$ cat config.mk
export PLATFORM = sky130hd
export DESIGN_NAME = reorder_buffer_flat
export DESIGN_NICKNAME = d
export VERILOG_FILES = /design/src/rtl/reorder_buffer_if.sv /design/src/rtl/reorder_buffer.sv /design/src/flat_wrapper.sv
export SDC_FILE = /design/constraint.sdc
export NUM_CORES = 1
export LEC_CHECK = 0
export CORE_MARGIN = 3
export CORE_UTILIZATION = 55
export DETAILED_ROUTE_END_ITERATION = 8
export PLACE_DENSITY = 0.74
export SLEW_MARGIN = 30
export SYNTH_ARGS = -nofsm -noshare
export SYNTH_HDL_FRONTEND = slang
export SYNTH_SLANG_ARGS = --single-unit
$ cat constraint.sdc
create_clock -name clock -period 4.39 [get_ports clock]
set_input_delay 1.0975 -clock clock [delete_from_list [all_inputs] [get_ports clock]]
set_output_delay 1.0975 -clock clock [all_outputs]
set_load 0.005 [all_outputs]
$ cat src/rtl/reorder_buffer_if.sv
// Issue, CDB, operand-lookup, flush and retire signals of the reorder buffer.
// slave is the buffer itself; master is the surrounding pipeline.
interface reorder_buffer_if #(
  parameter int TAG_W  = 6,
  parameter int DATA_W = 32,
  parameter int CNT_W  = 5
);
  logic              alloc_valid;
  logic [4:0]        alloc_dest;
  logic              alloc_ready;
  logic [TAG_W-1:0]  alloc_robNum;

  logic              CDBiscast;
  logic [TAG_W-1:0]  CDBrobNum;
  logic [DATA_W-1:0] CDBdata;
  logic              CDBiscast2;
  logic [TAG_W-1:0]  CDBrobNum2;
  logic [DATA_W-1:0] CDBdata2;

  logic [TAG_W-1:0]  index;
  logic              ready;
  logic [DATA_W-1:0] value;

  logic              flush;

  logic              commit_valid;
  logic [4:0]        commit_dest;
  logic [DATA_W-1:0] commit_data;
  logic [TAG_W-1:0]  commit_robNum;
  logic [CNT_W-1:0]  count;

  modport slave (
    input  alloc_valid, alloc_dest,
    output alloc_ready, alloc_robNum,
    input  CDBiscast, CDBrobNum, CDBdata, CDBiscast2, CDBrobNum2, CDBdata2,
    input  index,
    output ready, value,
    input  flush,
    output commit_valid, commit_dest, commit_data, commit_robNum, count
  );

  modport master (
    output alloc_valid, alloc_dest,
    input  alloc_ready, alloc_robNum,
    output CDBiscast, CDBrobNum, CDBdata, CDBiscast2, CDBrobNum2, CDBdata2,
    output index,
    input  ready, value,
    output flush,
    input  commit_valid, commit_dest, commit_data, commit_robNum, count
  );
endinterface

$ cat src/rtl/reorder_buffer.sv
// In-order reorder buffer: hands out tags, captures two CDB channels, answers
// zero-latency operand lookups and retires one entry per cycle in program order.
module reorder_buffer #(
  parameter int DEPTH       = 16,
  parameter int TAG_W       = 6,
  parameter int INVALID_TAG = 16,
  parameter int DATA_W      = 32
) (
  input  logic              clock,
  input  logic              reset,
  reorder_buffer_if.slave   bus
);
  localparam int PTR_W = $clog2(DEPTH);
  localparam int CNT_W = $clog2(DEPTH + 1);
  localparam logic [TAG_W-1:0] INV_TAG = TAG_W'(INVALID_TAG);

  logic [DEPTH-1:0]  busy_reg;
  logic [DEPTH-1:0]  done_reg;
  logic [4:0]        dest_reg [DEPTH];
  logic [DATA_W-1:0] data_reg [DEPTH];
  logic [PTR_W-1:0]  head_reg;
  logic [PTR_W-1:0]  tail_reg;
  logic [CNT_W-1:0]  count_reg;

  logic              commit_valid_reg;
  logic [4:0]        commit_dest_reg;
  logic [DATA_W-1:0] commit_data_reg;
  logic [TAG_W-1:0]  commit_robnum_reg;

  logic              full;
  logic              alloc_fire;
  logic              commit_fire;
  logic [DEPTH-1:0]  alloc_sel;
  logic [DEPTH-1:0]  retire_sel;
  logic [DEPTH-1:0]  hit1;
  logic [DEPTH-1:0]  hit2;
  logic [DEPTH-1:0]  cap_en;

  // Fullness looks at the count at the start of the cycle, so a retire in the
  // same cycle never opens a slot early.
  assign full        = (count_reg == CNT_W'(DEPTH));
  assign alloc_fire  = bus.alloc_valid && !full && !bus.flush;
  assign commit_fire = busy_reg[head_reg] && done_reg[head_reg] && !bus.flush;

  genvar gi;
  generate
    for (gi = 0; gi < DEPTH; gi++) begin : g_entry
      assign hit1[gi]       = bus.CDBiscast  && (bus.CDBrobNum  == TAG_W'(gi));
      assign hit2[gi]       = bus.CDBiscast2 && (bus.CDBrobNum2 == TAG_W'(gi));
      assign cap_en[gi]     = busy_reg[gi] && !done_reg[gi] && (hit1[gi] || hit2[gi]) && !bus.flush;
      assign alloc_sel[gi]  = alloc_fire  && (tail_reg == PTR_W'(gi));
      assign retire_sel[gi] = commit_fire && (head_reg == PTR_W'(gi));
    end
  endgenerate

  // Alloc only targets a free slot and retire only the busy head, so the two
  // selects never overlap and a freshly allocated slot cannot capture.
  always_ff @(posedge clock or negedge reset) begin
    if (!reset) begin
      busy_reg <= '0;
      done_reg <= '0;
    end else if (bus.flush) begin
      busy_reg <= '0;
      done_reg <= '0;
    end else begin
      busy_reg <= (busy_reg | alloc_sel) & ~retire_sel;
      done_reg <= (done_reg | cap_en) & ~alloc_sel & ~retire_sel;
    end
  end

  // Payload storage carries no reset; busy/done qualify every read of it.
  always_ff @(posedge clock) begin
    for (int i = 0; i < DEPTH; i++) begin
      if (alloc_sel[i]) dest_reg[i] <= bus.alloc_dest;
      if (cap_en[i])    data_reg[i] <= hit1[i] ? bus.CDBdata : bus.CDBdata2;
    end
  end

  always_ff @(posedge clock or negedge reset) begin
    if (!reset) begin
      head_reg  <= '0;
      tail_reg  <= '0;
      count_reg <= '0;
    end else if (bus.flush) begin
      head_reg  <= '0;
      tail_reg  <= '0;
      count_reg <= '0;
    end else begin
      if (alloc_fire)  tail_reg <= tail_reg + 1'b1;
      if (commit_fire) head_reg <= head_reg + 1'b1;
      case ({alloc_fire, commit_fire})
        2'b10:   count_reg <= count_reg + 1'b1;
        2'b01:   count_reg <= count_reg - 1'b1;
        default: count_reg <= count_reg;
      endcase
    end
  end

  always_ff @(posedge clock or negedge reset) begin
    if (!reset) begin
      commit_valid_reg  <= 1'b0;
      commit_dest_reg   <= '0;
      commit_data_reg   <= '0;
      commit_robnum_reg <= INV_TAG;
    end else if (commit_fire) begin
      commit_valid_reg  <= 1'b1;
      commit_dest_reg   <= dest_reg[head_reg];
      commit_data_reg   <= data_reg[head_reg];
      commit_robnum_reg <= TAG_W'(head_reg);
    end else begin
      commit_valid_reg  <= 1'b0;
      commit_robnum_reg <= INV_TAG;
    end
  end

  logic [PTR_W-1:0]  lk_idx;
  logic              lk_ready;
  logic [DATA_W-1:0] lk_value;

  assign lk_idx = bus.index[PTR_W-1:0];

  // Stored result first, then same-cycle CDB bypass, channel 1 ahead of 2.
  always_comb begin
    lk_ready = 1'b0;
    lk_value = '0;
    if ((bus.index < TAG_W'(DEPTH)) && busy_reg[lk_idx]) begin
      if (done_reg[lk_idx]) begin
        lk_ready = 1'b1;
        lk_value = data_reg[lk_idx];
      end else if (bus.CDBiscast && (bus.CDBrobNum == bus.index)) begin
        lk_ready = 1'b1;
        lk_value = bus.CDBdata;
      end else if (bus.CDBiscast2 && (bus.CDBrobNum2 == bus.index)) begin
        lk_ready = 1'b1;
        lk_value = bus.CDBdata2;
      end
    end
  end

  assign bus.ready         = lk_ready;
  assign bus.value         = lk_value;
  assign bus.alloc_ready   = !full;
  assign bus.alloc_robNum  = full ? INV_TAG : TAG_W'(tail_reg);
  assign bus.commit_valid  = commit_valid_reg;
  assign bus.commit_dest   = commit_dest_reg;
  assign bus.commit_data   = commit_data_reg;
  assign bus.commit_robNum = commit_robnum_reg;
  assign bus.count         = count_reg;
endmodule

$ cat src/flat_wrapper.sv
// flat-port wrapper written by rule: the top's interface ports become plain ports
module reorder_buffer_flat 
#(
  parameter int DEPTH       = 16,
  parameter int TAG_W       = 6,
  parameter int INVALID_TAG = 16,
  parameter int DATA_W      = 32
)
  (clock, reset, bus_alloc_valid, bus_alloc_dest, bus_alloc_ready, bus_alloc_robNum, bus_CDBiscast, bus_CDBrobNum, bus_CDBdata, bus_CDBiscast2, bus_CDBrobNum2, bus_CDBdata2, bus_index, bus_ready, bus_value, bus_flush, bus_commit_valid, bus_commit_dest, bus_commit_data, bus_commit_robNum, bus_count);
  reorder_buffer_if #(.TAG_W(TAG_W), .DATA_W(DATA_W)) bus_i ();
  input  logic clock;
  input  logic reset;
  input wire logic [$bits(bus_i.alloc_valid)-1:0] bus_alloc_valid;
  input wire logic [$bits(bus_i.alloc_dest)-1:0] bus_alloc_dest;
  output wire logic [$bits(bus_i.alloc_ready)-1:0] bus_alloc_ready;
  output wire logic [$bits(bus_i.alloc_robNum)-1:0] bus_alloc_robNum;
  input wire logic [$bits(bus_i.CDBiscast)-1:0] bus_CDBiscast;
  input wire logic [$bits(bus_i.CDBrobNum)-1:0] bus_CDBrobNum;
  input wire logic [$bits(bus_i.CDBdata)-1:0] bus_CDBdata;
  input wire logic [$bits(bus_i.CDBiscast2)-1:0] bus_CDBiscast2;
  input wire logic [$bits(bus_i.CDBrobNum2)-1:0] bus_CDBrobNum2;
  input wire logic [$bits(bus_i.CDBdata2)-1:0] bus_CDBdata2;
  input wire logic [$bits(bus_i.index)-1:0] bus_index;
  output wire logic [$bits(bus_i.ready)-1:0] bus_ready;
  output wire logic [$bits(bus_i.value)-1:0] bus_value;
  input wire logic [$bits(bus_i.flush)-1:0] bus_flush;
  output wire logic [$bits(bus_i.commit_valid)-1:0] bus_commit_valid;
  output wire logic [$bits(bus_i.commit_dest)-1:0] bus_commit_dest;
  output wire logic [$bits(bus_i.commit_data)-1:0] bus_commit_data;
  output wire logic [$bits(bus_i.commit_robNum)-1:0] bus_commit_robNum;
  output wire logic [$bits(bus_i.count)-1:0] bus_count;
  assign bus_i.alloc_valid = bus_alloc_valid;
  assign bus_i.alloc_dest = bus_alloc_dest;
  assign bus_alloc_ready = bus_i.alloc_ready;
  assign bus_alloc_robNum = bus_i.alloc_robNum;
  assign bus_i.CDBiscast = bus_CDBiscast;
  assign bus_i.CDBrobNum = bus_CDBrobNum;
  assign bus_i.CDBdata = bus_CDBdata;
  assign bus_i.CDBiscast2 = bus_CDBiscast2;
  assign bus_i.CDBrobNum2 = bus_CDBrobNum2;
  assign bus_i.CDBdata2 = bus_CDBdata2;
  assign bus_i.index = bus_index;
  assign bus_ready = bus_i.ready;
  assign bus_value = bus_i.value;
  assign bus_i.flush = bus_flush;
  assign bus_commit_valid = bus_i.commit_valid;
  assign bus_commit_dest = bus_i.commit_dest;
  assign bus_commit_data = bus_i.commit_data;
  assign bus_commit_robNum = bus_i.commit_robNum;
  assign bus_count = bus_i.count;
  reorder_buffer #(.DEPTH(DEPTH), .TAG_W(TAG_W), .INVALID_TAG(INVALID_TAG), .DATA_W(DATA_W)) u_core (.clock(clock), .reset(reset), .bus(bus_i));
endmodule
Word-level counts from Yosys, hierarchy flattened
Memory sizes are Yosys's and may differ from the RTL's. A register that Yosys moved wholly into a read port is not among the register bits.
Cells that the tools add are included.
Widths: inputs -> output; s select.
{ "word_totals": {"regBits": 51, "ram_bits": 592, "out_inout_bits": 89, "word_cells": 417, "memories": 2} }
{ "memory_table": {"columns": ["memory", "depth", "width", "rd", "rd_ports_with_merged_regs", "write_ports", "line_no", "text"], "rows": [
  ["u_core.data_reg", 16, 32, 2, 1, 16, "reorder_buffer.sv:20", "logic [DATA_W-1:0] data_reg [DEPTH];"],
  ["u_core.dest_reg", 16, 5, 1, 1, 1, "reorder_buffer.sv:19", "logic [4:0] dest_reg [DEPTH];"]
]} }
{ "op_classes": {"add_sub_neg": 4, "magnitude_cmp": 3, "n_eq_ne": 65, "n_mux": 152, "bitwise_logic": 7, "reduce_logical": 177} }
{ "ops": {"columns": ["operator", "count"], "rows": [
  ["$mux 32", 20],
  ["$logic_and 1x1->1", 119],
  ["$eq 6x4->1 const B", 16],
  ["$mux 5", 18],
  ["$mux 1", 88],
  ["$mux 4", 19],
  ["$reduce_or 5->1", 15],
  ["$eq 4x4->1 const B", 16],
  ["$and 16x16->16", 3],
  ["$eq 6x3->1 const B", 8],
  ["$eq 4x3->1 const B", 8],
  ["$mux 16", 2],
  ["$not 16->16", 2],
  ["$or 16x16->16", 2],
  ["$eq 6x2->1 const B", 4],
  ["$logic_not 1->1", 20],
  ["$bmux 1 s4", 4],
  ["$eq 4x2->1 const B", 4],
  ["$logic_or 1x1->1", 16],
  ["$eq 6x1->1 const B", 2],
  ["$eq 6x6->1", 2],
  ["$logic_not 6->1", 2],
  ["$lt 4x5->1 const B", 2],
  ["$pmux 5 s2", 1],
  ["11 further kinds", 15]
]} }

Depth between registers and ports, before layout
Gate-level depths: netlist of the first run.
{ "depth": {"word_depth": 23, "mapped_depth": 14} }

Worst setup path before layout of the first run
OpenSTA, ideal clock, no wires.
{ "synth_path": {"path_kind": "in2reg", "start": "in bus_CDBrobNum[5]", "end": "mem u_core.data_reg[13][0], enable pin", "setup_time_ns": 0.425, "arrival_ns": 3.878, "slack_ns": 0.087, "cell_stages": 6, "path_cell_list": "or3b_2 > clkbuf_1 > nor3_1 > a31oi_1 > nor3b_1 > nor2b_1"} }
{ "synth_lines": {"columns": ["item", "line_no", "text"], "rows": [
  ["start, declared", "flat_wrapper.sv:18", "input wire logic [$bits(bus_i.CDBrobNum)-1:0] bus_CDBrobNum;"],
  ["end, declared", "reorder_buffer.sv:20", null]
]} }

Worst setup path in the final report of the first run
{ "layout_path": {"start": "in bus_index[0]", "end": "out bus_value[13]"} }
{ "layout_via": {"elab_chain_cells": 6} }
{ "layout_lines": {"columns": ["item", "line_no", "text"], "rows": [
  ["start, declared", "flat_wrapper.sv:23", "input wire logic [$bits(bus_i.index)-1:0] bus_index;"],
  ["$eq 6x6->1", "reorder_buffer.sv:133", "end else if (bus.CDBiscast2 && (bus.CDBrobNum2 == bus.index)) begin"],
  ["$logic_and 1x1->1", "reorder_buffer.sv:133", null],
  ["$mux 32", "reorder_buffer.sv:133", null],
  ["$mux 32", "reorder_buffer.sv:130", "end else if (bus.CDBiscast && (bus.CDBrobNum == bus.index)) begin"],
  ["$mux 32", "reorder_buffer.sv:127", "if (done_reg[lk_idx]) begin"],
  ["$mux 32 *", "reorder_buffer.sv:126", "if ((bus.index < TAG_W'(DEPTH)) && busy_reg[lk_idx]) begin"],
  ["end, declared", "flat_wrapper.sv:25", "output wire logic [$bits(bus_i.value)-1:0] bus_value;"]
]} }
Mark *: on every way between the ends. The rest lies on a longest branch, timed or not. The select of a mux whose other input is x is not followed.

==> load_flow_metrics.sql, run 1 <==
INSERT INTO impl_metrics (metric_group, metric, value, unit) VALUES
('final_layout', 'largest_reg_flops', '512', ''),
('timing', 'finalSetupTns', '-0.136', 'ns'),
('clocking', 'tritoncts', 'done', ''),
('setup_path', 'end_kind', 'output port', ''),
('setup_path', 'worstSetupPathType', 'in -> out', ''),
('power_and_ir_drop', 'internal_power', '11.3', 'mW'),
('clocking', 'numClockSinks', '680', ''),
('floorplan', 'die_height', '269', 'µm'),
('yosys', 'synth-seq-area-share', '52.6', '%'),
('timing', 'achievable-frequency', '225', 'MHz'),
('yosys', 'synthesis.area', '38000', 'µm²'),
('timing', 'finalWorstSetupSlack', '-0.0458', 'ns'),
('routing', 'detailroute.via_count', '24300', ''),
('status', 'status', 'finished, violations left', ''),
('routing', 'drt-total-wl', '117', 'mm'),
('timing', 'skew', '0.0171', 'ns'),
('setup_path', 'data_required_time_of_the_worst_path', '3.29', 'ns'),
('clocking', 'cts.reportedPaths.clkPinSlew', '0.05', 'ns'),
('power_and_ir_drop', 'vdd_ir_drop_max', '0.259', 'mV'),
('timing', 'drv_slew', '0', ''),
('yosys', 'async_flop_share', '12.9', '%'),
('power_and_ir_drop', 'clock_group_share_of_total_power', '42.5', '%'),
('status', 'violations', 'negative setup slack', ''),
('yosys', 'yosys_warnings', '0', ''),
('power_and_ir_drop', 'share_comb_of_total_power', '8.5', '%'),
('power_and_ir_drop', 'power_per_cell_area', '325', 'nW/µm²'),
('floorplan', 'core-area', '67900', 'µm²'),
('placed_design', 'detailedPlacementHpwl', '65.7', 'mm'),
('grt', 'grt_first_pass_wirelength', '168', 'mm'),
('power_and_ir_drop', 'seqPwrFrac', '49.0', '%'),
('yosys', 'postSynthAreaPerCell', '16.8', 'µm²'),
('floorplan', 'initial_utilization', '56.0', '%'),
('yosys', 'synth_largest_type_area_fraction', '46.8', '%'),
('clocking', 'numCtsBuffers', '75', ''),
('power_and_ir_drop', 'switching_share', '22.4', '%'),
('final_layout', 'layout-drive-gt1-share', '52.9', '%'),
('job', 'maxCapViolCount', '0', ''),
('yosys', 'number_of_enable_flip_flop_cells_after_synthesis', '592', ''),
('routing', 'drt_first_pass_iters', '5', ''),
('clocking', 'cts-hold-fix-buffers', '0', ''),
('setup_path', 'chain_of_cells_forming_the_critical_path', 'buf_12 > buf_12 > xnor2_2 > nand4_1 > nor4_4 > buf_6 > buf_12 > buf_8 > buf_4 > buf_12 > mux2i_2 > or3_4 > a21oi_2 > buf_2', ''),
('routing', 'dr.first_iter.drc_count', '2962', ''),
('timing', 'final.min_clock_period', '4.44', 'ns'),
('timing', 'final_min_period_over_clock_period', '101', '%'),
('power_and_ir_drop', 'net_switching_power_figure', '3.26', 'mW'),
('grt', 'gr-usage-all-layers', '32.5', '%'),
('routing', 'wire_per_inst', '33.5', 'µm'),
('timing', 'maxSlewHeadroom', '32.6', '%'),
('floorplan', 'top_level_ports', '182', ''),
('setup_path', 'timing.critical_path.from_type', 'input pin', ''),
('setup_path', 'worst_path_dominant_cell_family', 'buffers and inverters', ''),
('routing', 'vias_per_cell', '6.96', ''),
('timing', 'final-setup-viol-count', '6', ''),
('routing', 'drt_drc_violations_left', '0', ''),
('final_layout', 'final_net_count', '2615', ''),
('clocking', 'cts.path.max_buffers', '3', ''),
('floorplan', 'fp.dieArea', '72300', 'µm²'),
('clocking', 'clock_tree.root_cell', 'sky130_fd_sc_hd__clkbuf_16', ''),
('yosys', 'ys_ff_latch', '680', ''),
('timing', 'grt_setup_unrepaired', 'yes', ''),
('grt', 'vias_in_the_first_global_route', '24800', ''),
('grt', 'maximum_number_of_pins_on_one_net_before_global_route_repair', '82', ''),
('worst_hold_path', 'hold_class', 'reg -> reg', ''),
('timing', 'timing_worst_slew_pin_value', '1.01', 'ns'),
('final_layout', 'layout-area-overhead-vs-synth', '18.3', '%'),
('placed_design', 'pre_cts_slack', '-0.660', 'ns'),
('setup_path', 'critical_path_data_arrival_time', '3.34', 'ns'),
('clocking', 'cts_htree_levels', '3', ''),
('power_and_ir_drop', 'cellLeakagePower', '15.0', 'nW'),
('setup_path', 'path_buf_inv', '8', ''),
('floorplan', 'fp-row-count', '95', '');
cells in the mapped netlist, types with 7 or more instances:
cell,n
sky130_fd_sc_hd__o21a_1,15
sky130_fd_sc_hd__mux4_2,356
sky130_fd_sc_hd__buf_2,36
sky130_fd_sc_hd__mux2_1,10
sky130_fd_sc_hd__mux2i_1,37
sky130_fd_sc_hd__ha_1,11
sky130_fd_sc_hd__nand3_1,12
sky130_fd_sc_hd__nor3_1,10
sky130_fd_sc_hd__clkbuf_1,151
sky130_fd_sc_hd__edfxtp_1,592
sky130_fd_sc_hd__a21oi_1,39
sky130_fd_sc_hd__buf_6,7
sky130_fd_sc_hd__nor3b_1,18
sky130_fd_sc_hd__and4b_1,8
sky130_fd_sc_hd__mux2_2,542
sky130_fd_sc_hd__nand2_1,64
sky130_fd_sc_hd__or3_1,34
sky130_fd_sc_hd__xnor2_1,12
sky130_fd_sc_hd__xor2_1,8
sky130_fd_sc_hd__buf_1,39
sky130_fd_sc_hd__o21ai_0,11
sky130_fd_sc_hd__dfrtp_1,87
sky130_fd_sc_hd__and2_1,7
sky130_fd_sc_hd__nand2b_1,11
sky130_fd_sc_hd__a31oi_1,21
sky130_fd_sc_hd__nor2b_1,18
sky130_fd_sc_hd__inv_1,10
sky130_fd_sc_hd__nor2_1,47
cells in the final DEF (no fill, tap or decap), types with 7 or more instances in the layout:
cell,netlist,final
sky130_fd_sc_hd__dfrtp_1,87,84
sky130_fd_sc_hd__a21oi_2,0,22
sky130_fd_sc_hd__nand3_1,12,10
sky130_fd_sc_hd__o21a_1,15,15
sky130_fd_sc_hd__nor2_1,47,46
sky130_fd_sc_hd__nor3b_1,18,18
sky130_fd_sc_hd__ha_1,11,11
sky130_fd_sc_hd__buf_12,0,45
sky130_fd_sc_hd__dlygate4sd2_1,0,8
sky130_fd_sc_hd__buf_4,5,162
sky130_fd_sc_hd__clkdlybuf4s50_1,0,128
sky130_fd_sc_hd__edfxtp_1,592,592
sky130_fd_sc_hd__nor2b_1,18,13
sky130_fd_sc_hd__mux2_2,542,542
sky130_fd_sc_hd__a21oi_1,39,17
sky130_fd_sc_hd__and2_1,7,7
sky130_fd_sc_hd__o21ai_0,11,11
sky130_fd_sc_hd__clkinv_1,0,12
sky130_fd_sc_hd__mux2_1,10,10
sky130_fd_sc_hd__or3_1,34,22
sky130_fd_sc_hd__nand2b_1,11,11
sky130_fd_sc_hd__and4b_2,0,8
sky130_fd_sc_hd__clkbuf_1,151,20
sky130_fd_sc_hd__mux4_2,356,358
sky130_fd_sc_hd__xnor2_1,12,11
sky130_fd_sc_hd__nand2_1,64,55
sky130_fd_sc_hd__buf_6,7,11
sky130_fd_sc_hd__clkinv_2,0,12
sky130_fd_sc_hd__buf_2,36,31
sky130_fd_sc_hd__nand2_2,1,10
sky130_fd_sc_hd__mux2i_1,37,34
sky130_fd_sc_hd__or3_4,0,12
sky130_fd_sc_hd__a31oi_1,21,21
sky130_fd_sc_hd__inv_1,10,9
sky130_fd_sc_hd__clkbuf_16,0,80
worst register-to-register path, stage by stage, from the launching register on:
cell and delay (ns):
sky130_fd_sc_hd__dfrtp_4 0.48, sky130_fd_sc_hd__inv_2 0.21, sky130_fd_sc_hd__mux4_2 0.58, sky130_fd_sc_hd__a22oi_1 0.39, sky130_fd_sc_hd__nand3b_1 0.18, sky130_fd_sc_hd__or3_1 0.41
sky130_fd_sc_hd__inv_1 0.12, sky130_fd_sc_hd__ha_1 0.27, sky130_fd_sc_hd__nor2b_1 0.15, sky130_fd_sc_hd__o21ai_0 0.13, sky130_fd_sc_hd__nand2b_1 0.09, sky130_fd_sc_hd__and2_1 0.15
sky130_fd_sc_hd__mux2i_1 0.14, sky130_fd_sc_hd__mux2_2 0.34
metal layers:
| metal | share of wire [%] | vias to the layer above | wire, µm | global-route usage [%] |
|---|---|---|---|---|
| met5 | 0 | - | 0 | 0 |
| met3 | 11 | 337 | 12900 | 8.25 |
| li1 | - | 9749 | - | - |
| met4 | 4.8 | 0 | 5640 | 14.0 |
| met2 | 48 | 1624 | 56100 | 52.0 |
| met1 | 36 | 12600 | 42500 | 42.8 |
power by group through the flow:
stage / Combinational (mW) / Sequential [mW] / Clock, mW
2_1_floorplan: 0.649 / 7.28 / 0
3_3_place_gp: 1.16 / 7.28 / 0
3_5_place_dp: 1.20 / 7.28 / 0
4_1_cts: 1.22 / 7.14 / 6.28
5_1_grt: 1.33 / 7.15 / 6.52
6_report: 1.24 / 7.14 / 6.21
layout make-up:
cell class / count / area, µm²
Inverter: 12 / 46.3
Sequential cell: 680 / 20000
Multi-Input combinational cell: 1337 / 17300
Clock buffer: 102 / 2060
Timing Repair Buffer: 404 / 4090
Clock inverter: 38 / 322
Antenna cell: 1 / 2.50
Fill cell: 4515 / 22900
Tap cell: 921 / 1150
repair_timing:
action	4_1_cts	5_1_grt
cloned	2	4
setup buffers	24	12
resized for setup	182	46
pin swaps	41	29
setup endpoints to repair	33	32
endpoints found under the hold margin	0	0
logic make-up after synthesis:
family / Yosys count / synth area share, %
other: 1 / 0.00986
buffers and inverters: 250 / 2.77
xor gates and xnor gates: 20 / 0.461
AOI/OAI and AO/OA: 100 / 1.60
and+or+nand+nor: 256 / 3.63
DFF: 680 / 52.6
adders and majority gates: 12 / 0.415
muxes: 947 / 38.6
stage by stage:
stage / power, mW / instances / instance area (µm²) / hold WS [ns]
finish: 14.6 / 3495 / 45000 / 0.489
detailed placement: 8.48 / 3316 / 42000 / 0.478
floorplan: 7.93 / 2267 / 38000 / 0.483
global placement: 8.44 / 3316 / 42000 / 0.468
CTS: 14.6 / 3481 / 44600 / 0.492
global route: 15.0 / 3494 / 45000 / 0.506
final timing paths:
check                                           startpoint                         end  slack (ns)  cells past startpoint
worst max-delay path                          bus_index[0]               bus_value[13]       -0.05                     14
worst min-delay path            u_core.bus.commit_data[25]  u_core.bus.commit_data[25]        0.49                      1
worst max register to register          u_core.head_reg[1]         u_core.bus.count[4]        0.62                     13
worst min register to register  u_core.bus.commit_data[25]  u_core.bus.commit_data[25]        0.49                      1
max in group asynchronous                            reset  u_core.bus.commit_data[23]        3.13                      2
min in group asynchronous                            reset   u_core.bus.commit_dest[1]        0.50                      1
(Power assumes the default switching activity.)
==> run 2: changes to the inputs <==
--- a/config.mk
+++ b/config.mk
@@ -5,7 +5,7 @@
 export SDC_FILE = /design/constraint.sdc
 export NUM_CORES = 1
 export LEC_CHECK = 0
-export CORE_MARGIN = 3
+export CORE_MARGIN = 10
 export CORE_UTILIZATION = 55
 export DETAILED_ROUTE_END_ITERATION = 8
 export PLACE_DENSITY = 0.74
==> load_flow_metrics.sql, run 2 (synthesized netlist as in run 1, its figures left out) <==
INSERT INTO impl_metrics (metric_group, metric, value, unit) VALUES
('final_layout', 'multi_input_area', '17200', 'µm²'),
('power_and_ir_drop', 'vdd_ir_drop_max', '0.247', 'mV'),
('clocking', 'numCtsBuffers', '75', ''),
('grt', 'grt_overflow_total', '0', ''),
('clocking', 'cts.path.max_buffers', '3', ''),
('routing', 'drt_drc_violations_left', '0', ''),
('timing', 'final.min_clock_period', '4.44', 'ns'),
('timing', 'grt_setup_unrepaired', 'yes', ''),
('timing', 'finalWorstSetupSlack', '-0.0453', 'ns'),
('floorplan', 'die_x', '283', 'µm'),
('routing', 'detailroute.via_count', '24400', ''),
('setup_path', 'end_kind', 'output port', ''),
('final_layout', 'layout-area-overhead-vs-synth', '17.2', '%'),
('routing', 'ant_nets', '0', ''),
('final_layout', 'sequential_cell_area', '20000', 'µm²'),
('setup_path', 'data_required_time_of_the_worst_path', '3.29', 'ns'),
('status', 'status', 'finished, violations left', ''),
('final_layout', 'largest_reg_flops', '512', ''),
('status', 'violations', 'negative setup slack', ''),
('timing', 'drv_slew', '0', ''),
('routing', 'drt-total-wl', '120', 'mm'),
('final_layout', 'layout.cells.most_common', 'sky130_fd_sc_hd__edfxtp_1', ''),
('floorplan', 'die_height', '283', 'µm'),
('routing', 'wire_per_inst', '34.5', 'µm'),
('floorplan', 'fp-row-count', '96', ''),
('clocking', 'cts.reportedPaths.clkPinSlew', '0.06', 'ns'),
('power_and_ir_drop', 'cellLeakagePower', '14.8', 'nW'),
('grt', 'vias_in_the_first_global_route', '25200', ''),
('final_layout', 'layout-drive-gt1-share', '51.2', '%'),
('placed_design', 'detailed_place.area', '41800', 'µm²'),
('setup_path', 'critical_path.max_fanout', '8', ''),
('grt', 'maximum_number_of_pins_on_one_net_before_global_route_repair', '154', ''),
('floorplan', 'initial_utilization', '55.4', '%'),
('timing', 'achievable-frequency', '225', 'MHz'),
('floorplan', 'fp.dieArea', '80000', 'µm²'),
('grt', 'grt_first_pass_wirelength', '173', 'mm'),
('final_layout', 'final_net_count', '2587', ''),
('setup_path', 'worstSetupPathType', 'in -> out', ''),
('placed_design', 'place.gp.congestion', '0.957', ''),
('timing', 'final_hold_viol_count', '0', ''),
('setup_path', 'critical_path_data_arrival_time', '3.34', 'ns'),
('setup_path', 'timing.critical_path.from_type', 'input pin', ''),
('clocking', 'cts_htree_levels', '3', ''),
('floorplan', 'core-area', '68600', 'µm²'),
('clocking', 'tritoncts', 'done', ''),
('grt', 'antenna_found_initial', '5', ''),
('job', 'maxCapViolCount', '0', ''),
('final_layout', 'num-fill-cells', '4721', ''),
('floorplan', 'top_level_ports', '182', ''),
('worst_hold_path', 'hold_class', 'in -> async', ''),
('timing', 'skew', '0.0195', 'ns'),
('routing', 'drt_first_pass_iters', '5', ''),
('clocking', 'clock_insertion_delay_worst_skew', '0.62', 'ns'),
('power_and_ir_drop', 'power_per_cell_area', '327', 'nW/µm²'),
('clocking', 'clock_tree.root_cell', 'sky130_fd_sc_hd__clkbuf_16', ''),
('timing', 'timing_worst_slew_pin_value', '1.06', 'ns'),
('placed_design', 'port-buffer-count', '179', ''),
('routing', 'vias_per_cell', '7.00', ''),
('placed_design', 'pre_cts_slack', '-0.505', 'ns'),
('final_layout', 'final_area', '44600', 'µm²'),
('grt', 'gr-usage-all-layers', '29.5', '%'),
('timing', 'final-setup-viol-count', '2', ''),
('final_layout', 'mostFrequentLayoutCells', '592 x sky130_fd_sc_hd__edfxtp_1, 542 x sky130_fd_sc_hd__mux2_2, 358 x sky130_fd_sc_hd__mux4_2', ''),
('timing', 'maxSlewHeadroom', '28.8', '%'),
('clocking', 'numClockSinks', '680', ''),
('routing', 'dr.first_iter.drc_count', '3486', ''),
('placed_design', 'detailedPlacementHpwl', '68.1', 'mm'),
('timing', 'final_min_period_over_clock_period', '101', '%');
-- run 2: repair_timing --
item | in CTS | in global routing
buffers inserted | 11 | 0
setup endpoints to repair | 33 | 22
pin swaps | 23 | 11
hold buffers | 0 | 0
gates resized for setup | 156 | 14
gates cloned | 6 | 1
-- run 2: final timing paths --
kind	startpoint	end	slack, ns	cells past startpoint
max	bus_index[0]	bus_value[7]	-0.05	9
max reg2reg	u_core.head_reg[1]	u_core.bus.count[4]	0.65	13
min in group clock	u_core.bus.commit_data[11]	u_core.bus.commit_data[11]	0.49	1
min reg2reg	u_core.bus.commit_data[11]	u_core.bus.commit_data[11]	0.49	1
min	reset	u_core.bus.commit_robNum[2]	0.42	1
max in group asynchronous	reset	u_core.head_reg[1]	3.00	2
-- run 2: critical path, cell delays in order --
cell	delay, ns
sky130_fd_sc_hd__buf_12	0.12
sky130_fd_sc_hd__mux4_2	0.52
sky130_fd_sc_hd__mux4_2	0.51
sky130_fd_sc_hd__buf_12	0.19
sky130_fd_sc_hd__buf_16	0.17
sky130_fd_sc_hd__buf_12	0.14
sky130_fd_sc_hd__or3_1	0.31
sky130_fd_sc_hd__a21oi_1	0.13
sky130_fd_sc_hd__buf_2	0.13
-- run 2: layer usage --
metal | global-route usage (%) | vias up | wire (µm)
met3 | 6.61 | 336 | 13700
li1 | - | 9696 | -
met2 | 47.2 | 1691 | 57700
met5 | 0 | - | 21
met4 | 12.7 | 4 | 5270
met1 | 38.7 | 12700 | 43200
-- run 2: stage by stage --
step | util [%] | power [mW] | hold slack, ns | setup TNS (ns) | cells
after floorplan | - | 7.93 | 0.483 | 0 | 2267
after global placement | 61.0 | 8.45 | 0.472 | -15.31 | 3317
after detailed placement | 61.0 | 8.48 | 0.480 | -13.63 | 3318
after CTS | 64.8 | 14.6 | 0.407 | -0.0263 | 3473
after global routing | 65.0 | 14.9 | 0.423 | -0.248 | 3475
final | 65.0 | 14.6 | 0.417 | -0.0765 | 3481
-- run 2: power by group --
group          switching [mW]  total [mW]  internal [mW]
Sequential             0.0399        7.14           7.10
Combinational           0.556        1.23          0.673
Clock                    2.62        6.19           3.57
-- run 2: layout make-up --
cell class,count,area share (%)
inverter,12,0.104
tap,931,2.61
clock buffer,102,4.60
timing repair buffer,376,8.49
sequential,680,44.9
multi-input combinational,1337,38.6
clock inverter,36,0.713
antenna,7,0.0393
==> run 3: changes to the inputs <==
--- a/config.mk
+++ b/config.mk
@@ -8,6 +8,7 @@
 export CORE_MARGIN = 10
 export CORE_UTILIZATION = 55
 export DETAILED_ROUTE_END_ITERATION = 8
+export GPL_ROUTABILITY_DRIVEN = 1
 export PLACE_DENSITY = 0.74
 export SLEW_MARGIN = 30
 export SYNTH_ARGS = -nofsm -noshare
==> results of run 3 <==
Same layout as run 2: the final DEF is identical, and so are final timing and power.
